--- src/rtl/muldiv_unit_if.sv ---
// Request/result bundle between the core controller and the M-extension unit.
interface muldiv_unit_if #(
  parameter int unsigned XLEN = 32
);
  logic            start;
  logic [2:0]      funct3;
  logic [XLEN-1:0] rs1_data;
  logic [XLEN-1:0] rs2_data;
  logic [4:0]      rd_index_in;
  logic            busy;
  logic            done;
  logic [XLEN-1:0] result;
  logic [4:0]      rd_index_out;
  logic            wb_en;

  modport master (
    output start, funct3, rs1_data, rs2_data, rd_index_in,
    input  busy, done, result, rd_index_out, wb_en
  );

  modport slave (
    input  start, funct3, rs1_data, rs2_data, rd_index_in,
    output busy, done, result, rd_index_out, wb_en
  );
endinterface

--- src/rtl/muldiv_unit.sv ---
// Iterative RV32M multiply/divide unit: shift-add multiply and restoring divide on magnitudes.
// Optional macro MULDIV_FAST_MUL_EN: single-cycle 33x33 multiplier for MUL* ops.
module muldiv_unit #(
  parameter int unsigned XLEN  = 32,
  parameter int unsigned CNT_W = 6
) (
  input  logic          clk,
  input  logic          rst_n,
  muldiv_unit_if.slave  bus_io
);

  typedef enum logic [1:0] {StIdle, StCalc, StFin} state_e;

  state_e              state_q, state_d;
  logic [CNT_W-1:0]    cnt_q, cnt_d;
  logic [2:0]          op_q, op_d;
  logic [4:0]          rd_q, rd_d;
  logic [XLEN-1:0]     opnd_q, opnd_d;
  logic [2*XLEN-1:0]   acc_q, acc_d;
  logic                neg_q, neg_d;
  logic [XLEN-1:0]     result_q, result_d;

  // Request decode
  logic            is_div_in, a_signed, b_signed, a_neg, b_neg, neg_in;
  logic            div_zero, div_ovf;
  logic [XLEN-1:0] a_mag, b_mag, special_res;

  always_comb begin
    is_div_in = bus_io.funct3[2];
    a_signed  = is_div_in ? ~bus_io.funct3[0]
                          : (bus_io.funct3[1:0] == 2'b01) || (bus_io.funct3[1:0] == 2'b10);
    b_signed  = is_div_in ? ~bus_io.funct3[0] : (bus_io.funct3[1:0] == 2'b01);
    a_neg     = a_signed & bus_io.rs1_data[XLEN-1];
    b_neg     = b_signed & bus_io.rs2_data[XLEN-1];
    a_mag     = a_neg ? (~bus_io.rs1_data + 1'b1) : bus_io.rs1_data;
    b_mag     = b_neg ? (~bus_io.rs2_data + 1'b1) : bus_io.rs2_data;
    // Remainder follows the dividend; product and quotient follow the sign difference.
    neg_in    = (is_div_in && bus_io.funct3[1]) ? a_neg : (a_neg ^ b_neg);
    div_zero  = is_div_in && (bus_io.rs2_data == '0);
    div_ovf   = is_div_in && !bus_io.funct3[0]
                && (bus_io.rs1_data == {1'b1, {(XLEN-1){1'b0}}})
                && (bus_io.rs2_data == '1);
    if (div_zero) begin
      special_res = bus_io.funct3[1] ? bus_io.rs1_data : '1;
    end else begin
      special_res = bus_io.funct3[1] ? '0 : {1'b1, {(XLEN-1){1'b0}}};
    end
  end

`ifdef MULDIV_FAST_MUL_EN
  localparam int unsigned PW = 2 * XLEN + 2;
  logic signed [XLEN:0] fast_a, fast_b;
  logic signed [PW-1:0] fast_p;
  logic [XLEN-1:0]      fast_res;

  always_comb begin
    fast_a   = {a_signed & bus_io.rs1_data[XLEN-1], bus_io.rs1_data};
    fast_b   = {b_signed & bus_io.rs2_data[XLEN-1], bus_io.rs2_data};
    fast_p   = PW'(fast_a) * PW'(fast_b);
    fast_res = (bus_io.funct3[1:0] == 2'b00) ? fast_p[XLEN-1:0] : fast_p[2*XLEN-1:XLEN];
  end
`endif

  // One iteration of either algorithm on the shared accumulator
  logic [XLEN:0]     mul_sum;
  logic [XLEN+1:0]   div_trial;
  logic [2*XLEN-1:0] mul_next, div_next, step, mul_prod;
  logic [XLEN-1:0]   mul_res, div_sel, div_res;

  always_comb begin
    mul_sum   = {1'b0, acc_q[2*XLEN-1:XLEN]} + (acc_q[0] ? {1'b0, opnd_q} : '0);
    mul_next  = {mul_sum, acc_q[XLEN-1:1]};
    // Upper half is the partial remainder, lower half shifts the dividend out / quotient in.
    div_trial = {1'b0, acc_q[2*XLEN-1:XLEN], acc_q[XLEN-1]} - {2'b00, opnd_q};
    div_next  = div_trial[XLEN+1] ? {acc_q[2*XLEN-2:0], 1'b0}
                                  : {div_trial[XLEN-1:0], acc_q[XLEN-2:0], 1'b1};
    step      = op_q[2] ? div_next : mul_next;
    mul_prod  = neg_q ? (~step + 1'b1) : step;
    mul_res   = (op_q[1:0] == 2'b00) ? mul_prod[XLEN-1:0] : mul_prod[2*XLEN-1:XLEN];
    div_sel   = op_q[1] ? step[2*XLEN-1:XLEN] : step[XLEN-1:0];
    div_res   = neg_q ? (~div_sel + 1'b1) : div_sel;
  end

  always_comb begin
    state_d  = state_q;
    cnt_d    = cnt_q;
    op_d     = op_q;
    rd_d     = rd_q;
    opnd_d   = opnd_q;
    acc_d    = acc_q;
    neg_d    = neg_q;
    result_d = result_q;
    unique case (state_q)
      StIdle: begin
        if (bus_io.start) begin
          op_d  = bus_io.funct3;
          rd_d  = bus_io.rd_index_in;
          neg_d = neg_in;
          cnt_d = '0;
          if (is_div_in) begin
            opnd_d = b_mag;
            acc_d  = {{XLEN{1'b0}}, a_mag};
          end else begin
            opnd_d = a_mag;
            acc_d  = {{XLEN{1'b0}}, b_mag};
          end
          if (div_zero || div_ovf) begin
            result_d = special_res;
            state_d  = StFin;
          end
`ifdef MULDIV_FAST_MUL_EN
          else if (!is_div_in) begin
            result_d = fast_res;
            state_d  = StFin;
          end
`endif
          else begin
            state_d = StCalc;
          end
        end
      end
      StCalc: begin
        acc_d = step;
        cnt_d = cnt_q + 1'b1;
        if (cnt_q == CNT_W'(XLEN - 1)) begin
          result_d = op_q[2] ? div_res : mul_res;
          state_d  = StFin;
        end
      end
      StFin: begin
        state_d = StIdle;
      end
      default: begin
        state_d = StIdle;
      end
    endcase
  end

  always_ff @(posedge clk or negedge rst_n) begin
    if (!rst_n) begin
      state_q  <= StIdle;
      cnt_q    <= '0;
      op_q     <= '0;
      rd_q     <= '0;
      opnd_q   <= '0;
      acc_q    <= '0;
      neg_q    <= 1'b0;
      result_q <= '0;
    end else begin
      state_q  <= state_d;
      cnt_q    <= cnt_d;
      op_q     <= op_d;
      rd_q     <= rd_d;
      opnd_q   <= opnd_d;
      acc_q    <= acc_d;
      neg_q    <= neg_d;
      result_q <= result_d;
    end
  end

  always_comb begin
    bus_io.busy         = (state_q != StIdle);
    bus_io.done         = (state_q == StFin);
    bus_io.result       = result_q;
    bus_io.rd_index_out = rd_q;
    bus_io.wb_en        = (state_q == StFin) && (rd_q != 5'd0);
  end

endmodule

--- src/flat_wrapper.sv ---
// flat-port wrapper written by rule: the top's interface ports become plain ports
module muldiv_unit_flat 
#(
  parameter int unsigned XLEN  = 32,
  parameter int unsigned CNT_W = 6
)
  (clk, rst_n, bus_io_start, bus_io_funct3, bus_io_rs1_data, bus_io_rs2_data, bus_io_rd_index_in, bus_io_busy, bus_io_done, bus_io_result, bus_io_rd_index_out, bus_io_wb_en);
  muldiv_unit_if #(.XLEN(XLEN)) bus_io_i ();
  input  logic clk;
  input  logic rst_n;
  input wire logic [$bits(bus_io_i.start)-1:0] bus_io_start;
  input wire logic [$bits(bus_io_i.funct3)-1:0] bus_io_funct3;
  input wire logic [$bits(bus_io_i.rs1_data)-1:0] bus_io_rs1_data;
  input wire logic [$bits(bus_io_i.rs2_data)-1:0] bus_io_rs2_data;
  input wire logic [$bits(bus_io_i.rd_index_in)-1:0] bus_io_rd_index_in;
  output wire logic [$bits(bus_io_i.busy)-1:0] bus_io_busy;
  output wire logic [$bits(bus_io_i.done)-1:0] bus_io_done;
  output wire logic [$bits(bus_io_i.result)-1:0] bus_io_result;
  output wire logic [$bits(bus_io_i.rd_index_out)-1:0] bus_io_rd_index_out;
  output wire logic [$bits(bus_io_i.wb_en)-1:0] bus_io_wb_en;
  assign bus_io_i.start = bus_io_start;
  assign bus_io_i.funct3 = bus_io_funct3;
  assign bus_io_i.rs1_data = bus_io_rs1_data;
  assign bus_io_i.rs2_data = bus_io_rs2_data;
  assign bus_io_i.rd_index_in = bus_io_rd_index_in;
  assign bus_io_busy = bus_io_i.busy;
  assign bus_io_done = bus_io_i.done;
  assign bus_io_result = bus_io_i.result;
  assign bus_io_rd_index_out = bus_io_i.rd_index_out;
  assign bus_io_wb_en = bus_io_i.wb_en;
  muldiv_unit #(.XLEN(XLEN), .CNT_W(CNT_W)) u_core (.clk(clk), .rst_n(rst_n), .bus_io(bus_io_i));
endmodule
--- config.mk ---
export PLATFORM = sky130hd
export DESIGN_NAME = muldiv_unit_flat
export DESIGN_NICKNAME = d
export VERILOG_FILES = /design/src/rtl/muldiv_unit_if.sv /design/src/rtl/muldiv_unit.sv /design/src/flat_wrapper.sv
export SDC_FILE = /design/constraint.sdc
export NUM_CORES = 1
export LEC_CHECK = 0
export ABC_AREA = 1
export BUFFER_PORTS_ARGS = -buffer_cell sky130_fd_sc_hd__buf_2
export CAP_MARGIN = 20
export CORE_MARGIN = 1.5
export CORE_UTILIZATION = 30
export CTS_BUF_LIST = sky130_fd_sc_hd__clkbuf_16
export DETAILED_ROUTE_END_ITERATION = 7
export PLACE_DENSITY = 0.47
export SYNTH_ARGS = -nofsm -noshare
export SYNTH_HDL_FRONTEND = slang
export SYNTH_SLANG_ARGS = --single-unit
--- constraint.sdc ---
create_clock -name clk -period 5.3 [get_ports clk]
set_input_delay 0.265 -clock clk [delete_from_list [all_inputs] [get_ports clk]]
set_output_delay 0.265 -clock clk [all_outputs]
set_load 0.03 [all_outputs]
* Yosys cells after proc, flatten, opt, wreduce, memory -nomap -nowiden
Index checks and enable logic that the tools add are counted.
Cells by class: $add $sub $neg 7, $mul 0, div/mod/pow operators 0, $lt $le $gt $ge 0, equal/unequal tests 10, shifts and indexed selects 0, mux-type cells 30, bitwise logic cells 8, reduce and logical (&&, ||, !) cells 19
Operator list (count):
- $mux W32 | 15
- $mux W64 | 4
- $pmux W64 S2 | 1
- $add A32 B1 Y32 const B | 3
- $not A32 Y32 | 3
- $add A64 B1 Y64 const B | 1
- $eq A32 B32 Y1 const B | 2
- $not A64 Y64 | 1
- $pmux W32 S2 | 1
- $sub A33 B32 Y34 | 1
- $add A32 B33 Y33 | 1
- $logic_not A32 Y1 | 1
- $pmux W6 S2 | 1
- $add A6 B1 Y6 const B | 1
- $eq A6 B5 Y1 const B | 1
- $logic_and A1 B1 Y1 | 6
- $mux W2 | 3
- $mux W6 | 1
- $reduce_and A2 Y1 | 3
- $reduce_bool A5 Y1 | 1
- $eq A2 B1 Y1 const B | 2
- $eq A2 B2 Y1 const B | 2
- $logic_not A2 Y1 | 2
- $ne A2 B1 Y1 const B | 2
- other kinds (10) | 15
Storage, ports and cells: bits in registers 145, bits in latches 0, RAM bits 0, ROM bits 0, input bits 75, output and inout bits 40, word-level logic and storage cells 82, memories kept 0

* Logic depth before layout (Yosys ltp)
Gate-level depths: netlist (run 1).
depth after elaboration 10, mapped depth 35, gate-level depth less buffers 33

* Worst setup path after synthesis (run 1)
OpenSTA, ideal clock, no wires.
path type register to register, start point register u_core.acc_q[37], end point register u_core.result_q[18] (netlist: u_core.bus_io.result[18]), setup time 0.077 ns, arrival 3.633 ns, required time 5.223 ns, setup slack 1.589 ns, stages on the path, launching flop included 32, path buffers 1, clock period less this slack 3.711 ns, cells stage by stage dfrtp_1 -> ha_1 -> nand2_1 -> nand2_1 -> nand2_1 -> nand2_2 -> inv_2 -> nand3_2 -> nand2_2 -> nand2_4 -> nand2_4 -> nand2_4 -> buf_6 -> o21ai_4 -> ha_1 -> nand3_1 -> nor2_1 -> nand2_1 -> nor3_2 -> nand2_1 -> nor2_1 -> nand4_1 -> nor3_2 -> nand3_1 -> nor3_1 -> nand2_1 -> nand2_1 -> xor2_1 -> nand2_1 -> nand2_1 -> nand3_1 -> a21oi_1
Between the ends: cells in the longest elaborated chain, start to end 10, elaborated cells on any way between the ends 15, those cells by class add/sub (4); mux (9); bitwise (2)
RTL lines:
- start, declared | line muldiv_unit.sv:19 | logic [2*XLEN-1:0] acc_q, acc_d;
- start signal, assigned | line muldiv_unit.sv:146 | acc_q <= '0;
- start signal, assigned | line muldiv_unit.sv:155 | acc_q <= acc_d;
- $sub A33 B32 Y34 | line muldiv_unit.sv:74 | div_trial = {1'b0, acc_q[2*XLEN-1:XLEN], acc_q[XLEN-1]} - {2'b00, opnd_q};
- $mux W64 | line muldiv_unit.sv:75 | div_next = div_trial[XLEN+1] ? {acc_q[2*XLEN-2:0], 1'b0}
- $mux W64 (*) | line muldiv_unit.sv:77 | step = op_q[2] ? div_next : mul_next;
- $not A64 Y64 or $mux W32 (tied branches) | line muldiv_unit.sv:78, muldiv_unit.sv:80
- $add A64 B1 Y64 or $not A32 Y32 (tied branches) | line muldiv_unit.sv:78, muldiv_unit.sv:81
- $mux W64 or $add A32 B1 Y32 (tied branches) | line muldiv_unit.sv:78, muldiv_unit.sv:81
- $mux W32, on equally long branches | line muldiv_unit.sv:79, muldiv_unit.sv:81
- $mux W32 (*) | line muldiv_unit.sv:126 | result_d = op_q[2] ? div_res : mul_res;
- $mux W32 (*) | line muldiv_unit.sv:125 | if (cnt_q == CNT_W'(XLEN - 1)) begin
- $pmux W32 S2 (*) | line muldiv_unit.sv:93 | unique case (state_q)
- end signal, assigned | line muldiv_unit.sv:157 | result_q <= result_d;
- end, declared | line muldiv_unit.sv:21 | logic [XLEN-1:0] result_q, result_d;
Mark *: on every way between the ends. The rest lies on a longest branch, timed or not. The select of a mux whose other input is x is not followed. A chain may end at the register's enable or synchronous reset.

* Final worst setup path (run 1)
start point register u_core.acc_q[33], end point register u_core.result_q[28] (netlist: u_core.bus_io.result[28])
The elaborated chain is that of the path after synthesis.

==> insert_results.sql, run 1 <==
INSERT INTO impl_metrics (metric_group, metric, value, unit) VALUES
('outcome', 'status', 'completed', ''),
('synth', 'ys_seq_area_share', '19.37', '%'),
('placement', 'post-dp-hpwl', '79120', 'um'),
('die', 'effective_utilization_at_floorplan', '30.36', '%'),
('worst_setup_path', 'critical_path_peak_fanout', '17', ''),
('synth', 'mappedNetlistNets', '3404', ''),
('global_routing', 'antenna_violations_before_repair', '1', ''),
('cts', 'cts_resizes', '0', ''),
('detailed_routing', 'ant_nets', '0', ''),
('detailed_routing', 'routed_wire_length_per_instance', '23.04', 'um'),
('final_layout', 'drive_gt1_share', '10.18', '%'),
('synth', 'yosysWarningCount', '0', ''),
('synth', 'ys.flop_type', 'dfrtp_1', ''),
('worst_setup_path', 'r2r_cells', '31', ''),
('hold_path', 'timing.hold.worst.start', 'bus_io_start', ''),
('worst_setup_path', 'start_kind', 'flop', ''),
('timing', 'report.final.setup_viol', '0', ''),
('final_layout', 'final_nets', '3486', ''),
('synth', 'synth_seq_cells', '145', ''),
('worst_setup_path', 'timing.critical_path.to_type', 'flop', ''),
('timing', 'final_hold_viol_count', '0', ''),
('worst_setup_path', 'crit_arrival', '5.27', 'ns'),
('worst_setup_path', 'worstPathRequired', '5.73', 'ns'),
('timing', 'fin_worst_skew', '0.01511', 'ns'),
('worst_setup_path', 'criticalPathCategory', 'flop to flop', ''),
('die', 'fp.dieH', '252.9', 'um'),
('synth', 'synthDistinctLibCells', '62', ''),
('worst_setup_path', 'crit_path_top_delay_cell', 'ha_1', ''),
('timing', 'layout_min_cycle_time', '4.834', 'ns'),
('final_layout', 'regArea', '0.003636', 'sq mm'),
('timing', 'maxSlewHeadroom', '24.72', '%'),
('hold_path', 'hp-class', 'input pin to flop', ''),
('cts', 'cts_root_buffer', 'clkbuf_16', ''),
('timing', 'worstMarginPinSlew', '1.128', 'ns'),
('detailed_routing', 'vias', '22090', ''),
('cts', 'cts_setup_buffers', '0', ''),
('die', 'boundaryPins', '115', ''),
('final_layout', 'final.fill_count', '7211', ''),
('cts', 'h-tree-depth', '4', ''),
('hold_path', 'timing.hold.worst_endpoint', 'u_core.state_q[0]$_DFFE_PN0P_', ''),
('worst_setup_path', 'crit-reg2reg-capture', 'u_core.bus_io.result[28]$_DFFE_PN0P_', ''),
('cts', 'cts_num_sinks', '145', ''),
('hold_path', 'whs_path_depth', '3', ''),
('die', 'floorplan.rows', '91', ''),
('timing', 'fin_crit_sh', '91.22', '%'),
('placement', 'gp_congestion', '1.018', ''),
('timing', 'setup_tns', '0', 'ns'),
('global_routing', 'grt_first_pass_wirelength', '141400', 'um'),
('timing', 'rsz_0062_raised_after_global_routing', 'false', ''),
('synth', 'cell_count_after_synthesis', '3256', ''),
('global_routing', 'grt_pass1_vias', '20880', ''),
('cts', 'cts_buffers', '17', ''),
('global_routing', 'largest_net_degree_at_the_start_of_global_routing', '87', ''),
('cts', 'cts_tree', 'built', ''),
('synth', 'asyncSetResetFlopFracSynth', '100.0', '%'),
('final_layout', 'area_delta_synth_final', '11.59', '%'),
('cts', 'post_cts_hold_buffer_count', '6', ''),
('timing', 'slew_violations', '0', ''),
('synth', 'syn_area', '0.01874', 'sq mm'),
('detailed_routing', 'vias_per_cell', '5.273', ''),
('synth', 'synth_enable_flop_cells', '0', ''),
('detailed_routing', 'drc', '0', ''),
('worst_setup_path', 'crit_top_cell', 'nand2_1', ''),
('cts', 'cts_max_path_buffers', '2', ''),
('placement', 'placement.io_buffers', '114', ''),
('synth', 'syn-mean-instance-area', '5.755', 'sq um'),
('worst_setup_path', 'critPathTopFamily', 'simple AND/OR/NAND/NOR gates', ''),
('timing', 'timing.fmax', '206.9', 'MHz'),
('die', 'chipWidth', '252.9', 'um'),
('die', 'design.core.area', '0.06171', 'sq mm'),
('final_layout', 'area_used_by_multi_input_combinational_logic', '0.01270', 'sq mm'),
('worst_setup_path', 'ff2ff_setup_slack', '0.47', 'ns'),
('die', 'die-area', '0.06396', 'sq mm'),
('global_routing', 'globalRouteOverflowTotal', '0', ''),
('global_routing', 'grt_usage', '30.25', '%'),
('worst_setup_path', 'critical_path.max_stage_delay', '0.45', 'ns'),
('cts', 'clkLatencyLatePin', '0.51', 'ns'),
('worst_setup_path', 'worstPathBufferInverterCount', '0', ''),
('worst_setup_path', 'crit-reg2reg-launch', 'u_core.acc_q[33]$_DFFE_PN0P_', ''),
('cts', 'clkTransAtPathRegs', '0.08', 'ns'),
('detailed_routing', 'drt_first_iter_violations', '2226', ''),
('detailed_routing', 'wl', '96510', 'um'),
('job', 'drv.max_cap_violation_count', '0', ''),
('detailed_routing', 'detailedRoute.firstPassIterationCount', '8', '');
flip-flops by register name (all words and copies together), names as in the netlist:
name	cells
u_core.acc_q	64
u_core.bus_io.result	32
u_core.opnd_q	32
u_core.cnt_q	6
u_core.bus_io.rd_index_out	5
u_core.op_q	3
u_core.state_q	2
u_core.neg_q	1
worst max-delay path by stage:
stage                                      start                                   end  slack (ns)  cells past startpoint
floorplan           u_core.acc_q[37]$_DFFE_PN0P_  u_core.bus_io.result[18]$_DFFE_PN0P_        1.59                     31
global placement    u_core.acc_q[32]$_DFFE_PN0P_  u_core.bus_io.result[31]$_DFFE_PN0P_        0.70                     20
detailed placement  u_core.acc_q[33]$_DFFE_PN0P_  u_core.bus_io.result[28]$_DFFE_PN0P_        0.58                     31
CTS                 u_core.acc_q[33]$_DFFE_PN0P_  u_core.bus_io.result[28]$_DFFE_PN0P_        0.56                     31
global route        u_core.acc_q[33]$_DFFE_PN0P_  u_core.bus_io.result[28]$_DFFE_PN0P_        0.01                     31
finish              u_core.acc_q[33]$_DFFE_PN0P_  u_core.bus_io.result[28]$_DFFE_PN0P_        0.47                     31
cells in the mapped netlist, types with 20 or more instances:
cell type / number / share of area (%)
a21oi_1: 153 / 4.1
buf_2: 26 / 0.69
clkbuf_1: 58 / 1.2
dfrtp_1: 145 / 19
ha_1: 71 / 4.7
inv_1: 472 / 9.5
nand2_1: 1002 / 20
nand2_2: 29 / 0.97
nand3_1: 260 / 6.9
nand3_2: 23 / 1.2
nand4_1: 47 / 1.6
nor2_1: 361 / 7.2
nor2_2: 20 / 0.67
nor3_1: 28 / 0.75
o21ai_0: 180 / 4.8
o221ai_1: 21 / 0.98
o22ai_1: 46 / 1.5
xnor2_1: 30 / 1.4
xor2_1: 70 / 3.3
cells by family after synthesis:
group / synth area share, %
compound gates: 15.93
xor+xnor: 4.674
fa+ha+maj: 4.955
buf+inv: 12.88
flops: 19.37
simple gates: 42.19
tightest hold or removal path, cell delays in order:
cell	delay, ns
buf_2	0.09
nor2_1	0.05
o21bai_1	0.14
stage by stage:
stage / utilization, % / instances / hold WS [ns] / instance area [sq um] / setup slack (ns)
floorplan: - / 3256 / -0.03059 / 18740 / 1.589
global placement: 32.79 / 4150 / 0.3163 / 20240 / 0.6993
detailed placement: 32.79 / 4150 / 0.3134 / 20240 / 0.5761
CTS: 33.88 / 4188 / 0.03678 / 20910 / 0.5589
global route: 33.88 / 4188 / 0.09216 / 20910 / 0.01176
finish: 33.88 / 4189 / 0.06686 / 20910 / 0.4656
cells in the final DEF, fill, tap and decap left out, drive strengths merged, types with 46 or more instances in the layout:
cell,count
a21oi,158
nand3,285
o22ai,46
dfrtp,145
buf,173
o21ai,210
xor2,70
inv,488
nand4,50
nand2,1035
nor2,385
ha,71
area by class of cell:
| class | instances | area share, % |
|---|---|---|
| diodes | 1 | 0.01197 |
| clock buffers | 17 | 2.035 |
| flip-flops and latches | 145 | 17.39 |
| inverters | 484 | 8.689 |
| repair buffers | 179 | 5.224 |
| well taps | 837 | 5.009 |
| multi-input cells | 2511 | 60.77 |
| clock inverters | 15 | 0.8737 |
metal layers:
metal	track usage (%)	share of wire, %
met5	0	0
met4	14.25	4.8
met3	5.633	7.3
met1	40.09	44
met2	47.25	44
Power of run 1 is not shown: default switching activity piles up to over one toggle a cycle in this logic, so the estimate is an artifact.
==> run 2: changes to the inputs <==
--- a/config.mk
+++ b/config.mk
@@ -12,7 +12,7 @@
 export CORE_UTILIZATION = 30
 export CTS_BUF_LIST = sky130_fd_sc_hd__clkbuf_16
 export DETAILED_ROUTE_END_ITERATION = 7
-export PLACE_DENSITY = 0.47
+export PLACE_DENSITY = 0.49
 export SYNTH_ARGS = -nofsm -noshare
 export SYNTH_HDL_FRONTEND = slang
 export SYNTH_SLANG_ARGS = --single-unit
==> constraint.sdc (replaced) <==
create_clock -name clk -period 4.3 [get_ports clk]
set_input_delay 0.215 -clock clk [delete_from_list [all_inputs] [get_ports clk]]
set_output_delay 0.215 -clock clk [all_outputs]
set_load 0.03 [all_outputs]
==> run 2 against run 1 <==
  * Cell area increased by 13%
  * Via count increased by 5.0%
  * Flip-flop and latch count unchanged
  * First-iteration DRC count rose by 1.7%
  * Clock skew about the same
  * Global-route usage is 0.077 points higher
  * Die area did not move
  * Register-to-register slack got worse by 0.33 ns
  * Sequential share of layout area is 2.0 points lower
==> insert_results.sql, run 2 (synthesis gave the netlist of run 1 again) <==
INSERT INTO impl_metrics (metric_group, metric, value, unit) VALUES
('timing', 'fin_crit_sh', '96.78', '%'),
('die', 'chipWidth', '252.9', 'um'),
('final_layout', 'antennaDiodeCount', '0', ''),
('global_routing', 'largest_net_degree_at_the_start_of_global_routing', '80', ''),
('hold_path', 'hp-class', 'input pin to flop', ''),
('placement', 'placement.setup.worst_slack', '0.02105', 'ns'),
('final_layout', 'registers.top_by_ff_count', 'u_core.acc_q', ''),
('timing', 'final_hold_viol_count', '0', ''),
('timing', 'maxSlewHeadroom', '28.64', '%'),
('global_routing', 'grt_pass1_vias', '22060', ''),
('timing', 'report.final.setup_viol', '0', ''),
('worst_setup_path', 'crit_arrival', '4.56', 'ns'),
('final_layout', 'drive_gt1_share', '21.05', '%'),
('job', 'drv.max_cap_violation_count', '0', ''),
('final_layout', 'mostFrequentLayoutCell', 'nand2_1', ''),
('worst_setup_path', 'start_kind', 'flop', ''),
('die', 'effective_utilization_at_floorplan', '30.36', '%'),
('timing', 'slew_violations', '0', ''),
('outcome', 'status', 'completed', ''),
('cts', 'clkLatencyLatePin', '0.47', 'ns'),
('detailed_routing', 'vias', '23190', ''),
('cts', 'clkTransAtPathRegs', '0.07', 'ns'),
('timing', 'worstMarginPinSlew', '1.069', 'ns'),
('final_layout', 'final_cell_mix', 'nand2_1 (965), inv_1 (450), nor2_1 (342)', ''),
('detailed_routing', 'ant_nets', '0', ''),
('worst_setup_path', 'worstPathBufferInverterCount', '2', ''),
('placement', 'placement.io_buffers', '114', ''),
('timing', 'layout_min_cycle_time', '4.161', 'ns'),
('cts', 'cts_num_sinks', '145', ''),
('detailed_routing', 'vias_per_cell', '5.220', ''),
('worst_setup_path', 'crit_path_top_delay_cell', 'dfrtp_2', ''),
('global_routing', 'grt_first_pass_wirelength', '142700', 'um'),
('cts', 'cts_buffers', '17', ''),
('worst_setup_path', 'critical_path.max_stage_delay', '0.45', 'ns'),
('die', 'die-area', '0.06396', 'sq mm'),
('global_routing', 'grt_usage', '30.33', '%'),
('detailed_routing', 'drc', '0', ''),
('detailed_routing', 'detailedRoute.firstPassIterationCount', '7', ''),
('worst_setup_path', 'criticalPathCategory', 'flop to flop', ''),
('global_routing', 'antenna_violations_before_repair', '1', ''),
('placement', 'post-dp-hpwl', '79370', 'um'),
('final_layout', 'final_nets', '3741', ''),
('worst_setup_path', 'worstPathRequired', '4.69', 'ns'),
('timing', 'rsz_0062_raised_after_global_routing', 'true', ''),
('final_layout', 'area_delta_synth_final', '26.41', '%'),
('cts', 'cts_tree', 'built', ''),
('worst_setup_path', 'critical_path_peak_fanout', '5', ''),
('final_layout', 'largest_reg_flops', '64', ''),
('placement', 'gp_congestion', '1.034', ''),
('worst_setup_path', 'critPathTopFamily', 'simple AND/OR/NAND/NOR gates', ''),
('worst_setup_path', 'timing.critical_path.to_type', 'flop', ''),
('die', 'fp.dieH', '252.9', 'um'),
('detailed_routing', 'routed_wire_length_per_instance', '22.09', 'um'),
('cts', 'cts_root_buffer', 'clkbuf_16', ''),
('timing', 'fin_worst_skew', '0.01496', 'ns'),
('cts', 'cts_max_path_buffers', '2', ''),
('cts', 'h-tree-depth', '4', ''),
('worst_setup_path', 'cp_num_cells', '28', ''),
('die', 'design.core.area', '0.06171', 'sq mm'),
('die', 'boundaryPins', '115', ''),
('die', 'floorplan.rows', '91', ''),
('detailed_routing', 'drt_first_iter_violations', '2263', ''),
('hold_path', 'whs_path_depth', '3', ''),
('timing', 'timing.fmax', '240.3', 'MHz'),
('global_routing', 'globalRouteOverflowTotal', '0', ''),
('detailed_routing', 'wl', '98160', 'um'),
('timing', 'postLayoutSetupSlackWorst', '0.1386', 'ns'),
('worst_setup_path', 'r2r_cells', '28', '');
run 2: cell count changes in the layout (fill, tap and decap cells not counted), moves of 22 or more:
cell / before / now
buf_4: 58 / 308
inv_2: 9 / 31
ha_1: 71 / 37
ha_4: 0 / 31
nand2_1: 1001 / 965
nand2_2: 30 / 59
run 2: worst min-delay path, cell delays in order:
cell and delay (ns):
buf_2 0.08, nor2_1 0.04, o21bai_1 0.14
run 2: worst paths after layout:
kind                                               from                                    to  slack (ns)
setup reg to reg           u_core.acc_q[53]$_DFFE_PN0P_  u_core.bus_io.result[30]$_DFFE_PN0P_        0.14
hold / removal                             bus_io_start         u_core.state_q[0]$_DFFE_PN0P_        0.05
hold reg to reg              u_core.op_q[0]$_DFFE_PN0P_            u_core.op_q[0]$_DFFE_PN0P_        0.52
min in group asynchronous                         rst_n  u_core.bus_io.result[21]$_DFFE_PN0P_        0.35
setup / recovery           u_core.acc_q[53]$_DFFE_PN0P_  u_core.bus_io.result[30]$_DFFE_PN0P_        0.14
max in group asynchronous                         rst_n          u_core.acc_q[41]$_DFFE_PN0P_        2.92
run 2: repair_timing:
action	4_1_cts	5_1_grt
hold buffers	6	0
setup endpoints to repair	2	27
buffers inserted	0	49
hold endpoints to repair	83	0
gates resized for setup	2	201
pin swaps	0	39
run 2: layout make-up:
cell class              count  area [sq um]
flip-flops and latches    145          3654
repair buffers            434          3043
fillers                  6957         38030
clock inverters            15         156.4
multi-input cells        2511         13540
well taps                 837          1047
clock buffers              17         425.4
inverters                 484          1817
run 2: layer usage:
metal  vias to the layer above  GRT usage [%]  wire [um]
li1                      11140              -          -
met1                     10860          40.10      41900
met2                       971          46.85      42810
met3                       225          4.646       7479
met4                         2          17.30       5956
met5                         -              0         15
run 2: per-stage QoR:
| step | setup TNS, ns | instances | cell area [sq um] | util (%) | hold slack, ns |
|---|---|---|---|---|---|
| floorplan | 0 | 3256 | 18740 | - | -0.08059 |
| finish | 0 | 4443 | 23690 | 38.38 | 0.05191 |
| global route | -0.5713 | 4443 | 23690 | 38.38 | 0.07885 |
| global placement | -0.02198 | 4358 | 21820 | 35.36 | 0.3372 |
| CTS | 0 | 4396 | 22480 | 36.43 | 0.03955 |
| detailed placement | 0 | 4358 | 21820 | 35.36 | 0.3397 |
Power of run 2 is left out for the same reason.
